### src/rtl/cam_pkg.sv
// Shared definitions for the 4x4 CAM controller: opcodes, FSM states, row geometry.
// Latency: n/a (types and constants only).
// Backpressure: n/a.
package cam_pkg;

    localparam int NUM_ROWS = 4;
    localparam int ROW_W    = 2;
    localparam int DATA_W   = 4;

    typedef enum logic [1:0] {
        OP_SEARCH = 2'b00,
        OP_WRITE  = 2'b01,
        OP_INVAL  = 2'b10,
        OP_CLEAR  = 2'b11
    } op_t;

    typedef enum logic [2:0] {
        IDLE,
        PRECH,
        EVAL,
        WRITE,
        RESP
    } state_t;

    // One-hot wordline for a row index.
    function automatic logic [NUM_ROWS-1:0] row_onehot(input logic [ROW_W-1:0] row);
        return {{(NUM_ROWS-1){1'b0}}, 1'b1} << row;
    endfunction

endpackage

### src/rtl/cam_prio_enc.sv
// Priority encoder over the masked match vector; lowest set index wins.
// Latency: combinational.
// Backpressure: none.
// Ports: vec = masked match vector, hit = any bit set, idx = lowest set index (0 when none).
module cam_prio_enc
    import cam_pkg::*;
(
    input  logic [NUM_ROWS-1:0] vec,
    output logic                hit,
    output logic [ROW_W-1:0]    idx
);

    always_comb begin
        hit = |vec;
        idx = '0;
        // Scan downwards so the lowest set bit is the last one written.
        for (int i = NUM_ROWS - 1; i >= 0; i--) begin
            if (vec[i]) begin
                idx = ROW_W'(i);
            end
        end
    end

endmodule

### src/rtl/cam4x4_ctrl.sv
// Sequencer for a 4-row x 4-bit CAM array: search, write, invalidate, clear-all.
// Latency: search 2+EVAL_CYC cycles, write WR_CYC+1, invalidate/clear-all 1 (accept edge to resp_valid).
// Backpressure: one operation at a time; req_ready only in IDLE, RESP holds until resp_ready.
// Ports: req_* request handshake (op/addr/data), resp_* response handshake (hit/addr/match),
//        cam_wl/cam_bus/cam_pre/cam_eval drive the array, cam_ml returns raw per-row match lines.
module cam4x4_ctrl
    import cam_pkg::*;
#(
    parameter int EVAL_CYC = 1,
    parameter int WR_CYC   = 1
) (
    input  logic                clk,
    input  logic                rst,
    input  logic                req_valid,
    output logic                req_ready,
    input  logic [1:0]          req_op,
    input  logic [ROW_W-1:0]    req_addr,
    input  logic [DATA_W-1:0]   req_data,
    output logic                resp_valid,
    input  logic                resp_ready,
    output logic                resp_hit,
    output logic [ROW_W-1:0]    resp_addr,
    output logic [NUM_ROWS-1:0] resp_match,
    output logic [NUM_ROWS-1:0] cam_wl,
    output logic [DATA_W-1:0]   cam_bus,
    output logic                cam_pre,
    output logic                cam_eval,
    input  logic [NUM_ROWS-1:0] cam_ml
);

    state_t              state;
    state_t              state_nxt;
    logic [3:0]          cyc_cnt;
    logic [ROW_W-1:0]    addr_dat;
    logic [DATA_W-1:0]   key_dat;
    logic [NUM_ROWS-1:0] row_vld;
    logic                rsp_hit_dat;
    logic [ROW_W-1:0]    rsp_addr_dat;
    logic [NUM_ROWS-1:0] rsp_match_dat;

    logic                accept;
    logic                last_cyc;
    op_t                 op_in;
    logic [NUM_ROWS-1:0] srch_match;
    logic                srch_hit;
    logic [ROW_W-1:0]    srch_idx;

    // Gated by rst so the requester never sees ready while the block is held in reset.
    assign req_ready  = (state == IDLE) && !rst;
    assign accept     = req_valid && req_ready;
    assign op_in      = op_t'(req_op);
    assign last_cyc   = (cyc_cnt == 4'd0);

    // Rows that are not valid can never report a match, whatever the array says.
    assign srch_match = cam_ml & row_vld;

    cam_prio_enc u_prio_enc (
        .vec (srch_match),
        .hit (srch_hit),
        .idx (srch_idx)
    );

    always_ff @(posedge clk or posedge rst) begin
        if (rst) begin
            state <= IDLE;
        end else begin
            state <= state_nxt;
        end
    end

    always_comb begin
        state_nxt  = state;
        cam_wl     = '0;
        cam_bus    = '0;
        cam_pre    = 1'b0;
        cam_eval   = 1'b0;
        resp_valid = 1'b0;
        resp_hit   = 1'b0;
        resp_addr  = '0;
        resp_match = '0;
        case (state)
            IDLE: begin
                if (accept) begin
                    case (op_in)
                        OP_SEARCH: state_nxt = PRECH;
                        OP_WRITE:  state_nxt = WRITE;
                        default:   state_nxt = RESP;
                    endcase
                end
            end
            PRECH: begin
                cam_pre   = 1'b1;
                cam_bus   = key_dat;
                state_nxt = EVAL;
            end
            EVAL: begin
                cam_eval = 1'b1;
                cam_bus  = key_dat;
                if (last_cyc) begin
                    state_nxt = RESP;
                end
            end
            WRITE: begin
                cam_wl  = row_onehot(addr_dat);
                cam_bus = key_dat;
                if (last_cyc) begin
                    state_nxt = RESP;
                end
            end
            RESP: begin
                resp_valid = 1'b1;
                resp_hit   = rsp_hit_dat;
                resp_addr  = rsp_addr_dat;
                resp_match = rsp_match_dat;
                if (resp_ready) begin
                    state_nxt = IDLE;
                end
            end
            default: state_nxt = IDLE;
        endcase
    end

    always_ff @(posedge clk or posedge rst) begin
        if (rst) begin
            cyc_cnt       <= '0;
            addr_dat      <= '0;
            key_dat       <= '0;
            row_vld       <= '0;
            rsp_hit_dat   <= 1'b0;
            rsp_addr_dat  <= '0;
            rsp_match_dat <= '0;
        end else begin
            case (state)
                IDLE: begin
                    if (accept) begin
                        addr_dat <= req_addr;
                        key_dat  <= req_data;
                        // Non-search responses carry no match information.
                        rsp_hit_dat   <= 1'b0;
                        rsp_match_dat <= '0;
                        rsp_addr_dat  <= req_addr;
                        case (op_in)
                            OP_SEARCH: cyc_cnt <= 4'(EVAL_CYC - 1);
                            OP_WRITE:  cyc_cnt <= 4'(WR_CYC - 1);
                            OP_INVAL:  row_vld[req_addr] <= 1'b0;
                            OP_CLEAR: begin
                                row_vld      <= '0;
                                rsp_addr_dat <= '0;
                            end
                            default: ;
                        endcase
                    end
                end
                EVAL: begin
                    if (last_cyc) begin
                        // Match lines are only trusted at the end of the evaluate window.
                        rsp_hit_dat   <= srch_hit;
                        rsp_addr_dat  <= srch_idx;
                        rsp_match_dat <= srch_match;
                    end else begin
                        cyc_cnt <= cyc_cnt - 4'd1;
                    end
                end
                WRITE: begin
                    if (last_cyc) begin
                        row_vld[addr_dat] <= 1'b1;
                    end else begin
                        cyc_cnt <= cyc_cnt - 4'd1;
                    end
                end
                default: ;
            endcase
        end
    end

endmodule

### config.mk
export PLATFORM = sky130hd
export DESIGN_NAME = cam4x4_ctrl
export DESIGN_NICKNAME = d
export VERILOG_FILES = /design/src/rtl/cam_pkg.sv /design/src/rtl/cam_prio_enc.sv /design/src/rtl/cam4x4_ctrl.sv
export SDC_FILE = /design/constraint.sdc
export NUM_CORES = 1
export LEC_CHECK = 0
export CAP_MARGIN = 15
export CORE_MARGIN = 5
export CORE_UTILIZATION = 35
export CTS_CLUSTER_DIAMETER = 60
export DETAILED_ROUTE_END_ITERATION = 16
export PLACE_DENSITY = 0.68
export SYNTH_ARGS = -nofsm -noshare
export SYNTH_HDL_FRONTEND = slang
export SYNTH_SLANG_ARGS = --single-unit
### constraint.sdc
create_clock -name clk -period 1.75 [get_ports clk]
set_input_delay 0.525 -clock clk [delete_from_list [all_inputs] [get_ports clk]]
set_output_delay 0.525 -clock clk [all_outputs]
set_load 0.02 [all_outputs]
==> qor.csv <==
metric;value;unit
ratio of cells with drive above 1 in the final layout;48.0;%
Final Hold Viols;0;
WS Path Type;reg2out;
# rows;22;
Mapped Cells;135;
DRC;0;
htree depth;1;
Layout Skew;0.00300;ns
path depth of the worst reg2reg path;6;
first-pass GRT wire length;6640;µm
die area;0.00507;mm²
fin. max-slew vios;0;
CTS tree;yes;
sequential cell fraction of total power;29.3;%
wire length on met2;1870;µm
reg-to-reg startpoint;cyc_cnt[1];
pin count of the biggest net entering global routing;25;
synthesized cell area;0.00131;mm²
failing checks;setup timing;
EDFF count, synth;0;
pre-CTS WS;-0.584;ns
Longest Clk Path Bufs;2;
fin crit period;1.85;ns
Critical Path Sink Type;primary output;
crit path to;cam_wl[0];
Hold Path Class;reg2reg;
syn_nets;153;
Final WS setup;-0.0955;ns
critical path's slowest cell;dfrtp_1;
largest family of logic cells by synthesized area;simple AND/OR/NAND/NOR gates;
status;complete, but fails checks;
Synth Area in XOR/XNOR;0;%
Worst-Skew Late Latency;0.27;ns
CTS clock-pin slew for the worst setup and hold paths;0.09;ns
Seq/Total Area, Yosys;45.8;%
most frequent cells in the layout;35 x buf_4, 23 x dfrtp_1, 16 x buf_6;
HP Start;rsp_match_dat[2];
Synth cell types;35;
core area;0.00363;mm²
grt total ovfl;0;
Simple-Gate Fraction of Synth Area;25.1;%
hpwl dp;2680;µm
combinational power share;54.1;%
crit start category;flip-flop;
commonest non-fill, non-tap cell in the layout;buf_4;
ANT cells;0;
max-cap violations;0;
total CTS buffers;3;
switch share;36.2;%
Initial DRC Count;76;
Setup-failing EPs final;20;
# IOs;35;
Area Overhead vs Synth;63.3;%
r2r endpoint;rsp_addr_dat[1];
Peak VDD IR;0.803;mV
critical path's top delay family;simple AND/OR/NAND/NOR gates;
Nets;219;
vias in the first global route;1400;
Final Power;3.00;mW
root cell of the clock tree;clkbuf_8;
Reg2Reg Setup Slack;-0.07;ns
crit path from;state[2];
top routing layer used;met4;
Slew HR;77.4;%
GRT Util Overall;16.2;%
Detailed Route WL;3840;µm
Worst path max stage delay;0.43;ns
CP Cell Sequence;and2b_2, nand2_4, nor3_2, buf_4;
# fillers;310;
setup TNS;-1.44;ns
LEAKAGE;0.995;nW
mux contribution to synthesized area;5.43;%
WL met1;1640;µm
Buffers on Ports;34;
Starting Density;36.1;%
Initial DRT Pass Iterations;4;
Least-Margin Pin Slew;0.337;ns
clk sinks;24;
#FFs+latches synth;24;
Syn Area/Cell;9.72;µm²
net load switching power;1.08;mW
Final ANT Viol Nets;0;
Max Fclk;0.542;GHz
Post-synth top flop;dfrtp_1;
die height;71.2;µm
Crit. path cell count;4;
via count;1288;
setup repair after global routing missed its margin;true;
fin crit share;105;%
CP required;1.22;ns
CP Buf/Inv Count;1;
Synth warnings;0;
Clk pwr share;16.6;%
metal3 WL;247;µm
adder-cell share of the synthesized area;1.91;%
worst-path maximum fanout;4;
Hold Buf Count CTS;0;
Die W;71.2;µm
Synth Area in Compound Gates;17.3;%
worst hold margin;0.517;ns
Pint;1.91;mW
PwrDens;1400;mW/mm²
routability cong.;0.821;
Critical Path AT;1.32;ns
WL per Instance;15.5;µm
Via density;5.19;
initial antenna violation count;0;
ys async rst share;100;%
==> synth_stat cells (2+ instances only) <==
cell | number | area share, %
and2_1 | 5 | 2.4
nor3_1 | 4 | 1.5
mux2_2 | 4 | 3.4
o21ai_0 | 9 | 3.4
nor2_1 | 12 | 3.4
a22oi_1 | 2 | 1.1
clkbuf_1 | 2 | 0.57
or3b_2 | 2 | 1.3
o22a_1 | 4 | 2.7
nand3_1 | 3 | 1.1
and3_1 | 7 | 3.3
a21oi_1 | 5 | 1.9
ha_1 | 2 | 1.9
inv_1 | 8 | 2.3
dfrtp_1 | 24 | 46
a32o_1 | 6 | 4.6
o31ai_1 | 2 | 1.1
nand2_1 | 13 | 3.7
buf_2 | 2 | 0.76
nand2b_1 | 4 | 1.9
==> per-stage QoR <==
step | utilization (%) | instances | cell area [µm²]
after CTS | 57.4 | 245 | 2090
after detailed placement | 51.4 | 235 | 1870
after global routing | 59.0 | 248 | 2140
after global placement | 51.4 | 235 | 1870
final | 59.0 | 248 | 2140
after floorplan | - | 135 | 1330
==> what timing repair did <==
item | 4_1_cts | 5_1_grt
buffers inserted | 6 | 3
pin swaps | 16 | 5
endpoints found under the hold margin | 0 | 0
resized for setup | 139 | 10
setup endpoints to repair | 27 | 38
==> per-layer routing <==
metal / vias to the layer above / track usage, %
met5: - / 0
met4: 0 / 7.10
met3: 6 / 3.23
met2: 43 / 27.9
met1: 625 / 19.5
li1: 614 / -
==> how the worst min path moves through the flow <==
stage,end,cells past startpoint
finish,rsp_match_dat[2],1
global route,rsp_addr_dat[0],1
CTS,rsp_match_dat[2],1
detailed placement,rsp_match_dat[2],1
global placement,rsp_match_dat[3],1
floorplan,rsp_match_dat[0],1
==> cell type report <==
cell class | count | area [µm²] | share of cell area [%]
multi-input combinational | 98 | 790 | 36.8
sequential | 24 | 602 | 28.1
clock inverter | 1 | 30.0 | 1.40
timing repair buffer | 66 | 591 | 27.6
clock buffer | 3 | 41.3 | 1.93
tap | 48 | 60.1 | 2.80
inverter | 8 | 30.0 | 1.40
==> power groups by stage <==
stage / sequential (mW) / combinational, mW / clock, mW
CTS: 0.870 / 1.54 / 0.505
detailed placement: 0.865 / 1.30 / 0
global placement: 0.853 / 1.27 / 0
finish: 0.876 / 1.62 / 0.497
global route: 0.904 / 1.76 / 0.524
floorplan: 0.826 / 0.770 / 0
==> kinds of logic (layout without fill, tap and decap cells) <==
group,count (synthesis),count (layout)
AOI/OAI and AO/OA,32,32
adders and majority gates,2,2
buffers and inverters,13,78
DFF,24,24
muxes,6,6
and+or+nand+nor,58,58
==> flip-flops by register name, indices dropped and copies added, names as in the netlist <==
signal and flops:
row_vld 4, rsp_hit_dat 1, cyc_cnt 4, key_dat 4
state 3, rsp_addr_dat 2, rsp_match_dat 4, addr_dat 2
Power figures use the tool's default switching activity.
